## src/rtl/t07_spi_tft_writer.sv

```systemverilog
// Write-only SPI serializer for the TFT port: takes a 1-4 byte MMIO write and shifts it out MSB first.
// Optional burst mode (cs_n held low between data writes) is enabled by defining T07_TFT_CS_HOLD_EN.
module t07_spi_tft_writer #(
   parameter int unsigned CLK_DIV = 2,
   parameter int unsigned CS_GAP  = 1
) (
   input  logic        clk,
   input  logic        rst,
   input  logic        wi_in,
   input  logic [31:0] addr_in,
   input  logic [31:0] data_in,
   output logic        ack_TFT,
   output logic        done,
   output logic        tft_sclk,
   output logic        tft_mosi,
   output logic        tft_cs_n,
   output logic        tft_dc
);
   localparam int unsigned DIV_LAST    = CLK_DIV - 1;
   localparam int unsigned GAP_LAST    = (CS_GAP > 0) ? CS_GAP - 1 : 0;
   localparam int unsigned LINGER_LAST = 15;

   typedef enum logic [2:0] {
      IDLE, SETUP, SHIFT, HOLD, GAP
`ifdef T07_TFT_CS_HOLD_EN
      , LINGER
`endif
   } state_t;

   state_t      state, state_nxt;
   logic [7:0]  cnt, cnt_nxt;
   logic [4:0]  bit_cnt, bit_nxt;
   logic [31:0] shreg, sh_nxt;
   logic [1:0]  n_m1, nm1_nxt;
   logic        armed, armed_nxt;
   logic        fin, fin_nxt;
   logic        ack_nxt, done_nxt, sclk_nxt, mosi_nxt, cs_nxt, dc_nxt;
   logic        accept, take;
   logic [31:0] load_sh;
   logic [4:0]  term;
`ifdef T07_TFT_CS_HOLD_EN
   logic        pend, pend_nxt;
`endif

   logic unused_addr;
   assign unused_addr = ^{addr_in[31:5], addr_in[1:0]};

   // Left-align the used bytes so the first bit to send is always shreg[31].
   assign load_sh = data_in << {~addr_in[4:3], 3'b000};
   assign term    = {n_m1, 3'b111};
   assign accept  = wi_in & armed;

   always_comb begin
      state_nxt = state;
      cnt_nxt   = cnt;
      bit_nxt   = bit_cnt;
      sh_nxt    = shreg;
      nm1_nxt   = n_m1;
      armed_nxt = armed | ~wi_in;
      fin_nxt   = 1'b0;
      ack_nxt   = ack_TFT;
      done_nxt  = 1'b0;
      sclk_nxt  = tft_sclk;
      mosi_nxt  = tft_mosi;
      cs_nxt    = tft_cs_n;
      dc_nxt    = tft_dc;
      take      = 1'b0;
`ifdef T07_TFT_CS_HOLD_EN
      pend_nxt  = pend;
`endif
      // Completion is reported one cycle after cs_n releases.
      if (fin) begin
         ack_nxt  = 1'b0;
         done_nxt = 1'b1;
      end

      case (state)
         IDLE: begin
            if (accept) begin
               take      = 1'b1;
               cs_nxt    = 1'b0;
               state_nxt = SETUP;
            end
         end
         SETUP: begin
            if (cnt == 8'(DIV_LAST)) begin
               cnt_nxt   = 8'd0;
               state_nxt = SHIFT;
            end else begin
               cnt_nxt = cnt + 8'd1;
            end
         end
         SHIFT: begin
            if (cnt == 8'(DIV_LAST)) begin
               cnt_nxt = 8'd0;
               if (!tft_sclk) begin
                  sclk_nxt = 1'b1;
               end else begin
                  sclk_nxt = 1'b0;
                  if (bit_cnt == term) begin
                     state_nxt = HOLD;
                  end else begin
                     bit_nxt  = bit_cnt + 5'd1;
                     sh_nxt   = {shreg[30:0], 1'b0};
                     mosi_nxt = shreg[30];
                  end
               end
            end else begin
               cnt_nxt = cnt + 8'd1;
            end
         end
         HOLD: begin
            if (cnt == 8'(DIV_LAST)) begin
               cnt_nxt  = 8'd0;
               mosi_nxt = 1'b0;
               fin_nxt  = 1'b1;
`ifdef T07_TFT_CS_HOLD_EN
               if (tft_dc) begin
                  state_nxt = LINGER;
               end else begin
                  cs_nxt    = 1'b1;
                  state_nxt = GAP;
               end
`else
               cs_nxt    = 1'b1;
               state_nxt = GAP;
`endif
            end else begin
               cnt_nxt = cnt + 8'd1;
            end
         end
         GAP: begin
            if (cnt == 8'(GAP_LAST)) begin
               cnt_nxt   = 8'd0;
               state_nxt = IDLE;
`ifdef T07_TFT_CS_HOLD_EN
               // A command request taken during LINGER resumes here with a full setup.
               if (pend) begin
                  pend_nxt  = 1'b0;
                  cs_nxt    = 1'b0;
                  state_nxt = SETUP;
               end
`endif
            end else begin
               cnt_nxt = cnt + 8'd1;
            end
         end
`ifdef T07_TFT_CS_HOLD_EN
         LINGER: begin
            if (accept) begin
               take = 1'b1;
               if (addr_in[2]) begin
                  state_nxt = SHIFT;
               end else begin
                  cs_nxt    = 1'b1;
                  pend_nxt  = 1'b1;
                  state_nxt = GAP;
               end
            end else if (cnt == 8'(LINGER_LAST)) begin
               cnt_nxt   = 8'd0;
               cs_nxt    = 1'b1;
               state_nxt = GAP;
            end else begin
               cnt_nxt = cnt + 8'd1;
            end
         end
`endif
         default: state_nxt = IDLE;
      endcase

      // Latch the request; later input changes are ignored until the next accept.
      if (take) begin
         sh_nxt    = load_sh;
         nm1_nxt   = addr_in[4:3];
         dc_nxt    = addr_in[2];
         mosi_nxt  = load_sh[31];
         sclk_nxt  = 1'b0;
         armed_nxt = 1'b0;
         ack_nxt   = 1'b1;
         bit_nxt   = 5'd0;
         cnt_nxt   = 8'd0;
      end
   end

   always_ff @(posedge clk) begin
      if (rst) begin
         state    <= IDLE;
         cnt      <= 8'd0;
         bit_cnt  <= 5'd0;
         shreg    <= 32'd0;
         n_m1     <= 2'd0;
         armed    <= 1'b1;
         fin      <= 1'b0;
         ack_TFT  <= 1'b0;
         done     <= 1'b0;
         tft_sclk <= 1'b0;
         tft_mosi <= 1'b0;
         tft_cs_n <= 1'b1;
         tft_dc   <= 1'b0;
`ifdef T07_TFT_CS_HOLD_EN
         pend     <= 1'b0;
`endif
      end else begin
         state    <= state_nxt;
         cnt      <= cnt_nxt;
         bit_cnt  <= bit_nxt;
         shreg    <= sh_nxt;
         n_m1     <= nm1_nxt;
         armed    <= armed_nxt;
         fin      <= fin_nxt;
         ack_TFT  <= ack_nxt;
         done     <= done_nxt;
         tft_sclk <= sclk_nxt;
         tft_mosi <= mosi_nxt;
         tft_cs_n <= cs_nxt;
         tft_dc   <= dc_nxt;
`ifdef T07_TFT_CS_HOLD_EN
         pend     <= pend_nxt;
`endif
      end
   end
endmodule
```

## config.mk

```make
export PLATFORM = sky130hd
export DESIGN_NAME = t07_spi_tft_writer
export DESIGN_NICKNAME = d
export VERILOG_FILES = /design/src/rtl/t07_spi_tft_writer.sv
export SDC_FILE = /design/constraint.sdc
export NUM_CORES = 1
export LEC_CHECK = 0
export CORE_MARGIN = 2
export CORE_UTILIZATION = 52
export CTS_BUF_LIST = sky130_fd_sc_hd__clkbuf_8
export DETAILED_ROUTE_END_ITERATION = 7
export PLACE_DENSITY = 0.82
export SLEW_MARGIN = 20
export SYNTH_ARGS = -nofsm -noshare
export SYNTH_HDL_FRONTEND = slang
export SYNTH_SLANG_ARGS = --single-unit
```

## constraint.sdc

```tcl
create_clock -name clk -period 4.5 [get_ports clk]
set_input_delay 0.9 -clock clk [delete_from_list [all_inputs] [get_ports clk]]
set_output_delay 0.9 -clock clk [all_outputs]
set_load 0.05 [all_outputs]
```

==> metrics.yaml, run 1 <==
io_buffers: 43
most-common-layout-cells: "61 x nor2_1, 57 x dfxtp_1, 42 x clkdlybuf4s50_1"
synth_area_um2: 3282
die_x_um: 83.45
synth-edff-count: 0
finalSetupTns_ns: 0
min_path_type: "reg2reg"
chipHeight_um: 83.45
grt_pass1_vias: 2617
synth_ff_type: "dfxtp_1"
grt_usage_pct: 21.38
period_share_pct: 65.55
rsz0062_at_grt: "no"
routed_wl_um: 7120
synth_cells: 365
ant_nets: 0
final_cell_area_um2: 3817
hold_viol_final: 0
dr.pass1.iters: 4
slew_headroom_pct: 31.67
cts_resized: 0
dp.cells: 452
intPower_w: 0.0009164
ctsRootBufferMaster: "clkbuf_8"
cp_max_fo: 15
synth_top_area_share_pct: 34.77
worst_pin_slew_ns: 1.025
finalCriticalPeriod_ns: 2.950
grt_max_degree: 62
synth_cell_types: 40
cp_num_buf_inv: 2
cts_tree: "done"
slowest_delay_ns: 0.95
drc: 0
clkLatencyLatePin_ns: 0.33
sw_frac_of_total_pct: 29.52
clock.fmax_ghz: 0.3390
status: "completed"
p_switching_w: 0.0003838
crit-reg2reg-launch: "cnt[2]"
start_util_pct: 54.46
crit_family: "buffers and inverters"
cp-end-kind: "register"
crit_required_ns: 4.69
syn_nets: 436
final_cells: 467
antenna_found_initial: 0
vdd_drop_max_mv: 0.2032
combinationalPowerShare_pct: 22.6
wire_per_inst_um: 15.25
power.density_nw_per_um2: 340.6
clockPowerShare_pct: 33.7
min_from: "fin"
finClkSkew_ns: 0.007779
rows: 28
synth.area.top_cells: "dfxtp_1 35%, a2111oi_2 12%, nor2_1 7.0%, mux2_2 5.5%, a21oi_1 4.9%"
first_iter_violations: 158
core_um2: 6026
cap_violations: 0
die-area_um2: 6963
diodes: 0
cp-start-kind: "input port"
ys_warn_count: 0
syn_to_final_growth_pct: 16.32
grt.overflow.total: 0
dpl-instance-area_um2: 3641
drive_gt1_share_pct: 17.60
io_pins: 73
vias_per_cell: 5.876
grt_pass1_wl_um: 12120
crit_type: "in2reg"
cts_buffers: 9
hpwl_um: 4828
setup.worst_path.start: "addr_in[3]"
clock_sinks: 57
synth-seq-cells: 57
ctsHtreeMaxLevel: 3
setup_violations: 0
synth-async-reset-ratio_pct: 0
seq_area_frac_synth_pct: 34.77
dr_total_vias: 2744
hold_buffers: 0
synth.avg_cell_area_um2: 8.992
slew_violations: 0
post_cts_buffers: 0
clk_pin_slew_ns: 0.06
final_common_cell: "nor2_1"
nNetsFinal: 459
worstPathArrival_ns: 3.14
gp_congestion: 0.8302
critPathSlowestCell: "clkdlybuf4s50_1"
clockBufferDepth: 2
synth_top_area_cell: "dfxtp_1"
fin_hold_ws_ns: 0.4534
path_cells: "clkdlybuf4s50_1, buf_4, mux4_2, nand4_1, a21oi_1, mux2i_1, nor2_1"
pwr-share-seq_pct: 43.7
leakage_nw: 1.335
## cell usage after synthesis, types with 4 or more instances
cell type / instances
nor2_1: 61
dfxtp_1: 57
a21oi_1: 32
nor3_1: 30
a2111oi_2: 26
clkbuf_1: 23
nand2_1: 18
mux2_2: 16
mux2i_1: 10
xor2_1: 10
a221oi_1: 8
nand3_1: 7
nand4_1: 5
and3_1: 4
buf_1: 4
ha_1: 4
nand2b_1: 4
nor2b_1: 4
o21ai_0: 4
or3_1: 4
xnor2_1: 4
## power by group through the flow
stage / logic, W / clock network [W] / registers, W
after global routing: 0.000324 / 0.000470 / 0.000573
after floorplan: 0.000210 / 0 / 0.000580
after global placement: 0.000286 / 0 / 0.000577
final: 0.000293 / 0.000439 / 0.000568
after detailed placement: 0.000292 / 0 / 0.000579
after CTS: 0.000294 / 0.000449 / 0.000568
## per-layer routing
layer | part of all wire [%] | vias up | GRT usage [%]
met5 | 0 | - | 0
met4 | 1.2 | 0 | 6.745
met3 | 4.7 | 6 | 5.765
met2 | 48 | 60 | 34.68
met1 | 46 | 1284 | 27.78
li1 | - | 1394 | -
## logic make-up after synthesis
| kind of cell | share of synthesized area [%] |
|---|---|
| flops | 34.77 |
| simple gates | 21.50 |
| mux | 9.226 |
| compound gates | 23.18 |
| buf+inv | 6.061 |
| fa+ha+maj | 1.525 |
| xor+xnor | 3.736 |
## state kept, by name (all words and copies together) (netlist names)
signal and cells:
tft_cs_n 1, armed 1, fin 1, state 3
tft_sclk 1, done 1, shreg 31, cnt 8
ack_TFT 1, bit_cnt 5, tft_dc 1, n_m1 2
tft_mosi 1
## layout make-up
type                    instances  area [µm²]
inverters                       2       7.507
flip-flops and latches         57        1141
well taps                      75       93.84
clock buffers                   9       123.9
repair buffers                 47       455.4
clock inverters                 6       52.55
multi-input cells             271        1943
fillers                       516        2208
## final timing paths
| kind | slack (ns) | to | depth (start not counted) |
|---|---|---|---|
| worst min register to register | 0.45 | done | 1 |
| worst max register to register | 1.75 | shreg[16] | 5 |
| worst min-delay path | 0.45 | done | 1 |
| worst max-delay path | 1.55 | tft_mosi | 7 |
## metrics by stage
| stage | power, W | setup slack [ns] | utilization [%] |
|---|---|---|---|
| CTS | 0.001311 | 1.568 | 63.35 |
| finish | 0.001300 | 1.550 | 63.35 |
| floorplan | 0.0007899 | 2.048 | - |
| detailed placement | 0.0008704 | 1.210 | 60.42 |
| global placement | 0.0008633 | 1.263 | 60.42 |
| global route | 0.001366 | 1.313 | 63.35 |
## worst reg2reg max path, cell delays in order, from the launching register on
cell and delay, ns:
dfxtp_1 0.35, or4_4 0.54, nor4_4 0.44, and3_4 0.81, nor3_1 0.14, a2111oi_2 0.37
Note: power is estimated with default switching activity, not from simulation.
==> run 2, diff against run 1 <==
==> constraint.sdc (replaced) <==
create_clock -name clk -period 3.1 [get_ports clk]
set_input_delay 0.62 -clock clk [delete_from_list [all_inputs] [get_ports clk]]
set_output_delay 0.62 -clock clk [all_outputs]
set_load 0.05 [all_outputs]
==> run 2 against run 1 <==
Net effect:
- non-clock buffer count rose by 8
- combinational power up 54%
- critical path depth unchanged
- worst hold slack improved by 0.0071 ns
- critical path type is now reg2reg
- first-iteration DRC count shrank 22%
- largest cell class unchanged
- power up 52%
- critical endpoint is now shreg[27]
- cell area increased by 3.4%
- sequential cell count unchanged
- count of clock-buffer cells in the layout rose by 2
==> metrics.yaml, run 2 (synthesized netlist as in run 1, its figures left out) <==
chipHeight_um: 83.45  # unchanged
hold_path_end: "tft_dc"
setup_violations: 0  # unchanged
status: "completed"
syn_to_final_growth_pct: 20.24
wire_per_inst_um: 16.02  # +5.1%
power.density_nw_per_um2: 500.5  # +47%
grt.overflow.total: 0  # unchanged
largest_reg_flops: 31  # unchanged
finClkSkew_ns: 0.006723  # -0.001056 ns
grt_pass1_vias: 2740  # +4.7%
hold_depth: 2  # +1
dr.pass1.iters: 4  # unchanged
grt_max_degree: 44  # -29%
finalCriticalPeriod_ns: 2.436
top_register: "shreg"
ant_nets: 0  # unchanged
r2r_setup_slack_ns: 0.66  # -1.09 ns
die-area_um2: 6963  # unchanged
cts_tree: "done"
slew_headroom_pct: 54.70  # +23 points
r2r-end: "shreg[27]"
start_util_pct: 54.46  # unchanged
ctsHtreeMaxLevel: 3  # unchanged
cp-end-kind: "register"
path_cells: "or4_4, nor4_4, buf_4, and3_4, buf_4, nor3_1, a2111oi_2"
nNetsFinal: 467  # +1.7%
drive_gt1_share_pct: 19.50  # +1.9 points
cts_resized: 0  # unchanged
crit_family: "simple AND/OR/NAND/NOR gates"
die_x_um: 83.45  # unchanged
min_from: "tft_dc"
grt_usage_pct: 21.94  # +0.56 points
critPathSlowestCell: "or4_4"
most-common-layout-cells: "61 x nor2_1, 57 x dfxtp_1, 42 x clkdlybuf4s50_1"
hold_buffers: 0  # unchanged
hpwl_um: 5159  # +6.8%
drc: 0  # unchanged
leakage_nw: 1.398  # +4.7%
clk_pin_slew_ns: 0.07  # about the same
dr_total_vias: 2901  # +5.7%
worst_pin_slew_ns: 0.6794  # -0.3456 ns
hold_viol_final: 0  # unchanged
antenna_found_initial: 0  # unchanged
cp-start-kind: "register"
first_iter_violations: 124  # -22%
clkLatencyLatePin_ns: 0.34  # about the same
fin_hold_ws_ns: 0.4605  # +0.007099 ns
cap_violations: 0  # unchanged
worst_path_most_repeated_cell: "buf_4"
slew_violations: 0  # unchanged
cts_buffers: 9  # unchanged
clock_sinks: 57  # unchanged
final_common_cell: "nor2_1"
post_cts_buffers: 0  # unchanged
vdd_drop_max_mv: 0.2883  # +42%
gp_congestion: 0.7908  # -4.7%
finalSetupTns_ns: 0  # unchanged
io_buffers: 43  # unchanged
ctsRootBufferMaster: "clkbuf_8"
reg2reg_depth: 7  # +2
worstPathArrival_ns: 2.67  # -0.47 ns
largest_registers: "shreg: 31 flops, cnt: 8 flops, bit_cnt: 5 flops"
nFillCells: 484  # -6.2%
period_share_pct: 78.59
cp_max_fo: 16  # +1
grt_pass1_wl_um: 12550  # +3.5%
routed_wl_um: 7609  # +6.9%
clockBufferDepth: 2  # unchanged
rows: 28  # unchanged
crit_type: "reg2reg"
vias_per_cell: 6.107  # +3.9%
core_um2: 6026  # unchanged
crit_required_ns: 3.33  # -1.36 ns
cp_num_buf_inv: 2  # unchanged
path_depth: 7  # unchanged
rsz0062_at_grt: "no"
diodes: 0  # unchanged
post-route-util_pct: 65.49  # +2.1 points
slowest_delay_ns: 0.55  # -0.40 ns
io_pins: 73  # unchanged
min_path_type: "reg2reg"
crit-reg2reg-launch: "cnt[2]"
clock.fmax_ghz: 0.4104
-- run 2: cell types whose count changed in the layout (fill, tap and decap cells not counted) --
cell      delta
clkinv_2     -1
buf_12       +4
inv_1        -1
buf_4        +4
clkbuf_8     +2
-- run 2: worst register-to-register path, stage by stage (launching register included) --
cell,delay [ns]
dfxtp_1,0.35
or4_4,0.55
nor4_4,0.21
buf_4,0.19
and3_4,0.36
buf_4,0.27
nor3_1,0.09
a2111oi_2,0.30
-- run 2: worst max path at each step --
stage,slack (ns),startpoint,end
6_report,0.66,cnt[2],shreg[27]
5_1_grt,0.55,cnt[2],shreg[6]
4_1_cts,0.66,cnt[2],shreg[27]
3_5_place_dp,0.46,addr_in[3],shreg[17]
3_3_place_gp,0.51,addr_in[3],shreg[20]
2_1_floorplan,0.93,addr_in[3],shreg[23]
-- run 2: final cells by class --
type | instances | area, µm² | area share, %
clock buffers | 11 | 151.4 | 3.836
clock inverters | 4 | 43.79 | 1.110
inverters | 2 | 7.507 | 0.1902
multi-input cells | 271 | 1943 | 49.24
flip-flops and latches | 57 | 1141 | 28.92
well taps | 75 | 93.84 | 2.378
repair buffers | 55 | 565.5 | 14.33
-- run 2: power by group --
part	internal (W)	switching, W
clock	0.000405	0.000293
combinational	0.000203	0.000247
sequential	0.000788	0.0000391
-- run 2: through the flow --
step	power, W	cell area (µm²)	setup slack [ns]	cells
final	0.001975	3946	0.6636	475
after global routing	0.002060	3946	0.5549	475
after CTS	0.001979	3946	0.6585	475
after detailed placement	0.001286	3751	0.4578	460
after global placement	0.001274	3751	0.5065	460
after floorplan	0.001147	3282	0.9277	365
-- run 2: metal layers --
layer  vias to the layer above  GRT usage [%]  share of wire, %
met4                         0          6.745               1.7
met1                      1400          28.68                47
li1                       1406              -                 -
met5                         -              0                 0
met3                        15          6.163               4.8
met2                        80          35.26                47
==> run 3, diff against run 2 <==
==> constraint.sdc (replaced) <==
create_clock -name clk -period 2.5 [get_ports clk]
set_input_delay 0.5 -clock clk [delete_from_list [all_inputs] [get_ports clk]]
set_output_delay 0.5 -clock clk [all_outputs]
set_load 0.05 [all_outputs]
==> run 3 against run 2 <==
Net effect:
- combinational power increased by 22%
- largest power group unchanged
- sequential share of layout area decreased by 0.29 points
- sequential cell count unchanged
- wire length increased by 0.17%
==> metrics.yaml, run 3 (synthesized netlist as in run 1, its figures left out) <==
status: "completed"
slew_headroom_pct: 56.80  # +2.1 points
diodes: 0  # unchanged
setup_violations: 0  # unchanged
finalCriticalPeriod_ns: 2.258  # -0.1788 ns
routed_wl_um: 7622  # +0.17%
clkLatencyLatePin_ns: 0.35  # about the same
first_iter_violations: 150  # +21%
cp-end-kind: "register"
combinationalPowerShare_pct: 22.3  # -0.5 points
ctsRootBufferMaster: "clkbuf_8"
cts_resized: 0  # unchanged
power.density_nw_per_um2: 619.4  # +24%
finalSetupTns_ns: 0  # unchanged
dr.pass1.iters: 4  # unchanged
cts_buffers: 9  # unchanged
crit-reg2reg-launch: "cnt[2]"
worstPathArrival_ns: 2.50  # -0.17 ns
io_pins: 73  # unchanged
rows: 28  # unchanged
p_switching_w: 0.0007587  # +31%
die_x_um: 83.45  # unchanged
crit_required_ns: 2.74  # -0.59 ns
power_w: 0.002469  # +25%
largest_registers: "shreg: 31 flops, cnt: 8 flops, bit_cnt: 5 flops"
gp_congestion: 0.8038  # +1.6%
core_um2: 6026  # unchanged
cts_tree: "done"
r2r_setup_slack_ns: 0.24  # -0.42 ns
nNetsFinal: 471  # +0.86%
grt.overflow.total: 0  # unchanged
post-route-util_pct: 66.15  # +0.66 points
cp_max_fo: 15  # -1
antenna_found_initial: 0  # unchanged
vdd_drop_max_mv: 0.4672  # +62%
cp-start-kind: "register"
grt_pass1_wl_um: 13310  # +6.0%
period_share_pct: 90.31  # +12 points
hold_buffers: 0  # unchanged
clk_pin_slew_ns: 0.08  # about the same
dr_total_vias: 2915  # +0.48%
clockPowerShare_pct: 36.2  # +0.9 points
reg2reg_depth: 6  # -1
leakage_nw: 1.394  # -0.27%
worst_pin_slew_ns: 0.6481  # -0.03138 ns
hold_viol_final: 0  # unchanged
pwr-share-seq_pct: 41.5  # -0.4 points
grt_max_degree: 47  # +6.8%
slew_violations: 0  # unchanged
grt_pass1_vias: 2863  # +4.5%
syn_to_final_growth_pct: 21.46
clock_sinks: 57  # unchanged
vias_per_cell: 6.073  # -0.56%
top_register: "shreg"
wire_per_inst_um: 15.88  # -0.87%
crit_type: "reg2reg"
clockBufferDepth: 2  # unchanged
ant_nets: 0  # unchanged
intPower_w: 0.001711  # +23%
final_common_cell: "nor2_1"
drc: 0  # unchanged
min_path_type: "reg2reg"
finClkSkew_ns: 0.01203  # +0.005303 ns
endpoint: "shreg[15]"
io_buffers: 43  # unchanged
hpwl_um: 5206  # +0.91%
chipHeight_um: 83.45  # unchanged
post_cts_buffers: 0  # unchanged
ctsHtreeMaxLevel: 3  # unchanged
largest_reg_flops: 31  # unchanged
cap_violations: 0  # unchanged
r2r-end: "shreg[15]"
drive_gt1_share_pct: 20.74  # +1.2 points
most-common-layout-cells: "61 x nor2_1, 57 x dfxtp_1, 42 x clkdlybuf4s50_1"
grt_usage_pct: 23.28  # +1.3 points
die-area_um2: 6963  # unchanged
sw_frac_of_total_pct: 30.73  # +1.4 points
clock.fmax_ghz: 0.4429  # +7.9%
start_util_pct: 54.46  # unchanged
rsz0062_at_grt: "no"
setup.worst_path.start: "cnt[2]"
## run 3: changes by cell type in the layout (fill, tap and decap cells not counted)
cell        change
clkinvlp_4      +5
buf_4           +4
clkinv_2        -2
clkbuf_8        -1
inv_1           -1
## run 3: how the worst min path moves through the flow
stage / to / slack [ns] / cells after the start / from
floorplan: done / 0.43 / 1 / fin
global placement: done / 0.43 / 1 / fin
detailed placement: done / 0.44 / 1 / fin
CTS: done / 0.46 / 1 / fin
global route: done / 0.48 / 1 / fin
finish: tft_dc / 0.46 / 2 / tft_dc
## run 3: area by class of cell
type	count	area, µm²
Clock inverter	6	67.56
Timing Repair Buffer	59	595.6
Tap cell	75	93.84
Multi-Input combinational cell	271	1943
Fill cell	477	2039
Inverter	2	7.507
Sequential cell	57	1141
Clock buffer	10	137.6
## run 3: worst max-delay path, stage by stage, from the launching register on
cell       delay (ns)
dfxtp_1          0.35
or4_4            0.55
nor4_4           0.24
and3_4           0.39
buf_4            0.25
nor3_2           0.07
a2111oi_4        0.28
## run 3: power by group through the flow
stage	logic (W)	registers, W	clock network [W]
final	0.000551	0.00102	0.000895
after global routing	0.000607	0.00103	0.000948
after CTS	0.000553	0.00102	0.000900
after detailed placement	0.000549	0.00104	0
after global placement	0.000538	0.00104	0
after floorplan	0.000378	0.00104	0
## run 3: metrics by stage
stage                     setup WS, ns  hold slack [ns]  instances  area, µm²
final                           0.2423           0.4614        480       3986
after global routing           0.07034           0.4791        480       3986
after CTS                       0.2319           0.4637        480       3986
after detailed placement        0.2675           0.4386        464       3781
after global placement          0.2480           0.4331        464       3781
after floorplan                 0.3591           0.4286        365       3282
## run 3: layer usage
metal / track usage, % / up-vias / routed length [µm]
met5: 0 / - / 0
met4: 8.358 / 0 / 142
met3: 6.461 / 15 / 414
met2: 38.71 / 92 / 3793
met1: 28.91 / 1400 / 3272
li1: - / 1408 / -
